$ cat config.mk
export PLATFORM = sky130hd
export DESIGN_NAME = nubus_master
export DESIGN_NICKNAME = d
export VERILOG_FILES = /design/src/rtl/nubus_master.sv
export SDC_FILE = /design/constraint.sdc
export NUM_CORES = 1
export LEC_CHECK = 0
export ABC_AREA = 1
export BUFFER_PORTS_ARGS = -buffer_cell sky130_fd_sc_hd__buf_2
export CAP_MARGIN = 20
export CORE_ASPECT_RATIO = 0.8
export CORE_MARGIN = 2
export CORE_UTILIZATION = 61
export CTS_BUF_LIST = sky130_fd_sc_hd__clkbuf_8
export DETAILED_ROUTE_END_ITERATION = 8
export GPL_ROUTABILITY_DRIVEN = 1
export GPL_TIMING_DRIVEN = 0
export PLACE_DENSITY = 0.95
export SLEW_MARGIN = 15
export SYNTH_ARGS = -nofsm -noshare
export SYNTH_HDL_FRONTEND = slang
export SYNTH_SLANG_ARGS = --single-unit
export TNS_END_PERCENT = 50
$ cat constraint.sdc
create_clock -name nub_clkn -period 4.1 [get_ports nub_clkn]
set_clock_uncertainty 0.15 [all_clocks]
set_input_delay 0.82 -clock nub_clkn [delete_from_list [all_inputs] [get_ports nub_clkn]]
set_output_delay 0.82 -clock nub_clkn [all_outputs]
set_load 0.005 [all_outputs]
$ cat src/rtl/nubus_master.sv
// NuBus master sequencer: arbitrates, runs address/data cycles, times out a missing ACK.
// Every output is a flop loaded from the next-state decode, so no input reaches an output combinationally.
//
//   state | meaning
//   IDLE  | waiting for cpu_req
//   ARB   | requesting the bus; minimum two clocks
//   ADDR  | one address clock with bus ownership
//   DATA  | waiting for ACK, timeout counter running
//   ATTN  | one attention clock that closes a locked transaction
//   DONE  | one completion clock; lock released
module nubus_master #(
  parameter int TMO_MAX = 255
) (
  input  logic       nub_clkn,
  input  logic       nub_reset,
  input  logic       cpu_req,
  input  logic       cpu_lock,
  input  logic       cpu_tm1n,
  input  logic       cpu_tm0n,
  input  logic       nub_arbdn,
  input  logic       nub_startn,
  input  logic       nub_ackn,
  input  logic       nub_tm1n,
  input  logic       nub_tm0n,
  output logic       mst_arbcyn,
  output logic       mst_adrcyn,
  output logic       mst_dtacyn,
  output logic       mst_ownern,
  output logic       mst_lockedn,
  output logic       mst_tm1n,
  output logic       mst_tm0n,
  output logic       mst_timeout,
  output logic       mst_busy,
  output logic       mst_done,
  output logic [1:0] mst_status
);

  typedef enum logic [2:0] {
    S_IDLE,
    S_ARB,
    S_ADDR,
    S_DATA,
    S_ATTN,
    S_DONE
  } state_t;

  localparam logic [7:0] TMO_LAST = 8'(TMO_MAX);

  state_t      state_q, state_d;
  logic        lock_q, lock_d;
  logic        tm1n_d, tm0n_d;
  logic [1:0]  arb_cnt_q;
  logic [7:0]  tmo_cnt_q;
  logic        bus_busy_q;
  logic        arb_ok;
  logic        timeout_d;
  logic [1:0]  status_d;
  logic        arbcyn_d, adrcyn_d, dtacyn_d, ownern_d, lockedn_d, busy_d, done_d;

  // arb_cnt_q is 0 during the first ARB clock, so a nonzero value means the minimum is met
  assign arb_ok = (arb_cnt_q != 2'd0) && !nub_arbdn && !bus_busy_q;

  always_ff @(posedge nub_clkn or posedge nub_reset) begin
    if (nub_reset) begin
      state_q     <= S_IDLE;
      lock_q      <= 1'b0;
      arb_cnt_q   <= 2'd0;
      tmo_cnt_q   <= 8'd0;
      bus_busy_q  <= 1'b0;
      mst_arbcyn  <= 1'b1;
      mst_adrcyn  <= 1'b1;
      mst_dtacyn  <= 1'b1;
      mst_ownern  <= 1'b1;
      mst_lockedn <= 1'b1;
      mst_tm1n    <= 1'b1;
      mst_tm0n    <= 1'b1;
      mst_timeout <= 1'b0;
      mst_busy    <= 1'b0;
      mst_done    <= 1'b0;
      mst_status  <= 2'b00;
    end else begin
      state_q <= state_d;
      lock_q  <= lock_d;

      if (state_q == S_IDLE)
        arb_cnt_q <= 2'd0;
      else if (state_q == S_ARB && arb_cnt_q != 2'd3)
        arb_cnt_q <= arb_cnt_q + 2'd1;

      if (state_q == S_DATA)
        tmo_cnt_q <= tmo_cnt_q + 8'd1;
      else
        tmo_cnt_q <= 8'd0;

      // a foreign ACK in the same clock as START means that tenure already ended
      if (!nub_ackn)
        bus_busy_q <= 1'b0;
      else if (!nub_startn)
        bus_busy_q <= 1'b1;

      mst_arbcyn  <= arbcyn_d;
      mst_adrcyn  <= adrcyn_d;
      mst_dtacyn  <= dtacyn_d;
      mst_ownern  <= ownern_d;
      mst_lockedn <= lockedn_d;
      mst_tm1n    <= tm1n_d;
      mst_tm0n    <= tm0n_d;
      mst_timeout <= timeout_d;
      mst_busy    <= busy_d;
      mst_done    <= done_d;
      mst_status  <= status_d;
    end
  end

  always_comb begin
    state_d   = state_q;
    lock_d    = lock_q;
    tm1n_d    = mst_tm1n;
    tm0n_d    = mst_tm0n;
    timeout_d = 1'b0;
    status_d  = mst_status;
    case (state_q)
      S_IDLE: begin
        if (cpu_req) begin
          lock_d  = cpu_lock;
          tm1n_d  = cpu_tm1n;
          tm0n_d  = cpu_tm0n;
          state_d = S_ARB;
        end
      end
      S_ARB:  if (arb_ok) state_d = S_ADDR;
      S_ADDR: state_d = S_DATA;
      S_DATA: begin
        // ACK takes priority over an expiring timeout in the same clock
        if (!nub_ackn) begin
          status_d = {~nub_tm1n, ~nub_tm0n};
          state_d  = lock_q ? S_ATTN : S_DONE;
        end else if (tmo_cnt_q == TMO_LAST) begin
          timeout_d = 1'b1;
          status_d  = 2'b11;
          state_d   = S_DONE;
        end
      end
      S_ATTN: state_d = S_DONE;
      S_DONE: state_d = S_IDLE;
      default: state_d = S_IDLE;
    endcase
  end

  always_comb begin
    arbcyn_d  = 1'b1;
    adrcyn_d  = 1'b1;
    dtacyn_d  = 1'b1;
    ownern_d  = 1'b1;
    lockedn_d = 1'b1;
    busy_d    = (state_d != S_IDLE);
    done_d    = (state_d == S_DONE);
    case (state_d)
      S_ARB: begin
        arbcyn_d  = 1'b0;
        lockedn_d = ~lock_d;
      end
      S_ADDR: begin
        arbcyn_d  = 1'b0;
        adrcyn_d  = 1'b0;
        ownern_d  = 1'b0;
        lockedn_d = ~lock_d;
      end
      S_DATA: begin
        arbcyn_d  = 1'b0;
        dtacyn_d  = 1'b0;
        ownern_d  = 1'b0;
        lockedn_d = ~lock_d;
      end
      S_ATTN: begin
        arbcyn_d  = 1'b0;
        ownern_d  = 1'b0;
        lockedn_d = ~lock_d;
      end
      default: ;
    endcase
  end

endmodule

==> results.md <==
- Slew Viols, Final: 0
- Post-CTS resize count: 0
- Placed Area: 1380 um2
- Worst path top cell family by delay: flip-flops
- Core area: 1892 um2
- Cts hold-fix bufs: 0
- Vias: 942
- Max FO, Critical Path: 2
- Share of cells above drive strength 1: 0.4194
- Vias in the first global route: 929
- DRT Pass-1 Iters: 6
- Post-synth top area share: 0.4036
- Setup crit end kind: output port
- Synth Register Bits: 27
- Drc violations: 0
- Tcrit/Tclk final: 0.4581
- Die area: 2412 um2
- Register area share after synthesis: 0.5520
- LEAKAGE: 0.7206 nW
- Worst path arrival time: 0.91 ns
- Worst path cell trace: buf_2
- Hold Crit Class: reg -> reg
- Setup violators final: 0
- Slew margin rel.: 0.7667
- Max cap viols: 0
- Startpoint types: register
- Global-route wire length before repair: 3960 um
- Via density: 5.263
- Warnings from Yosys: 0
- Layout Nets: 170
- Mapped Area: 1240 um2
- Detail Route Antenna Nets: 0
- Total CTS buffers: 3
- Number of port buffers: 22
- CTS Root Buffer Type: clkbuf_8
- TritonCTS clock tree: yes
- Min cycle time layout: 1.878 ns
- Endpoints failing hold: 0
- Final instance area: 1456 um2
- Crit path max-delay cell type: dfstp_2
- GRT Overall Usage: 0.2459
- Sink Count: 27
- DR WL/cell: 13.23 um
- Die Wd: 54.41 um
- Die Span Y: 44.33 um
- Setup TNS: 0 ns
- Fmax: 532.5 MHz
- PwrDens: 641.1 nW/um2
- GP Congestion: 0.7249
- Inst Count DP: 174
- Synth Area per Inst: 9.687 um2
- CTS clk-pin slew, worst paths: 0.09 ns
- Post-Syn Nets: 142
- Dpl hpwl: 1812 um
- Crit path largest cell delay: 0.53 ns
- Largest net degree at the start of global routing: 28
- Grt ovf: 0
- Drt initial violations: 13
- Worst-Margin Slew: 0.3495 ns
- WP buf/inv: 1
- Crit path kind: reg -> out
- Initial cell density of the core: 0.6554
- RSZ-0062 raised after global routing: no
- I/O pin count: 23
- Cell count after synthesis: 128
- Routed WL: 2369 um
- Status: finished clean
- Initial antenna violation count: 0
- Worst vdd ir: 0.5773 mV
- N_diodes: 0
- Worst path required time: 3.13 ns
- Post-Layout Cell Count: 179
- H-tree depth: 1
- Clock Path Buffers: 2
- Synth cell types: 20
- Worst skew pair latency: 0.28 ns
- P&R area growth vs syn: 17.46%
- Final Util: 0.7698
- Post-CTS setup buffers: 0
- Cell accounting for the most synthesized area: dfrtp_1
- Area contributors post-synth: dfrtp_1 40%, dfstp_2 15%, nand2_1 5.8%, a21oi_1 5.7%, nand2_2 4.0%
- Row cnt: 14
==> state kept, by name (all words and copies together) (netlist names) <==
name	cells
mst_status	2
mst_lockedn	1
mst_timeout	1
tmo_cnt_q	8
bus_busy_q	1
mst_tm1n	1
mst_adrcyn	1
mst_dtacyn	1
mst_tm0n	1
arb_cnt_q	2
state_q	3
mst_arbcyn	1
mst_ownern	1
lock_q	1
mst_done	1
mst_busy	1
==> layer usage <==
metal  share of wire  routed length, um  up-vias  GRT usage
met5               0                  0        -          0
met4           0.017                 40        0     0.1050
met3           0.058                137        5    0.07770
met2            0.53               1246       36     0.4217
met1            0.40                944      443     0.2811
li1                -                  -      458          -
==> layout make-up <==
class                           count  area, um2
Multi-Input combinational cell     81      473.0
Buffer                              1      11.26
Tap cell                           24      30.03
Clock buffer                        3      41.29
Sequential cell                    27      684.4
Clock inverter                      1      7.507
Inverter                           19      71.32
Fill cell                         131      435.4
Timing Repair Buffer               23      137.6
==> kinds of logic after synthesis <==
family | synth area share
simple gates | 0.2422
flops | 0.5520
compound gates | 0.09082
buf+inv | 0.06660
fa+ha+maj | 0.03028
mux | 0.01816
==> cells in the final DEF, fill, tap and decap left out, drive strengths merged, types with 3 or more instances in the layout <==
cell and n:
inv 19, dfstp 7, a21oi 16, clkbuf 3, ha 3, nor3 3
nand2 29, nand3 6, nor2 17, dfrtp 20, o21ai 5, buf 24
==> synthesized netlist by cell type (all sizes together) <==
cell type and n:
dfstp 7, o21ai 5, buf 1, nor3 3, nand3 6, mux2 2
nor2 17, a21oi 16, dfrtp 20, ha 3, inv 19, nand2 29
==> path summary, 6_finish.rpt <==
check	end	startpoint	slack, ns	depth (start not counted)
max in group asynchronous	mst_arbcyn	nub_reset	2.97	3
min reg2reg	tmo_cnt_q[0]	tmo_cnt_q[0]	0.33	1
min	tmo_cnt_q[0]	tmo_cnt_q[0]	0.33	1
max	mst_tm1n	mst_tm1n	2.22	1
min in group asynchronous	bus_busy_q	nub_reset	0.34	2
max reg2reg	mst_arbcyn	tmo_cnt_q[0]	2.46	8
==> power breakdown <==
| part | leakage (nW) | internal [W] | switching (W) | total [W] |
|---|---|---|---|---|
| sequential | 0.333 | 0.000366 | 0.0000515 | 0.000417 |
| clock | 0.0217 | 0.0000691 | 0.0000817 | 0.000151 |
| combinational | 0.365 | 0.000146 | 0.000220 | 0.000366 |
==> stage by stage <==
step	hold slack, ns	power [W]	worst slack [ns]
final	0.3256	0.0009338	2.222
after global routing	0.3571	0.001010	2.189
after CTS	0.3308	0.0009413	2.209
after detailed placement	0.3183	0.0007842	2.221
after global placement	0.2942	0.0007541	2.257
after floorplan	0.2797	0.0006735	2.490
No activity file was read; power rests on OpenSTA's default activity.
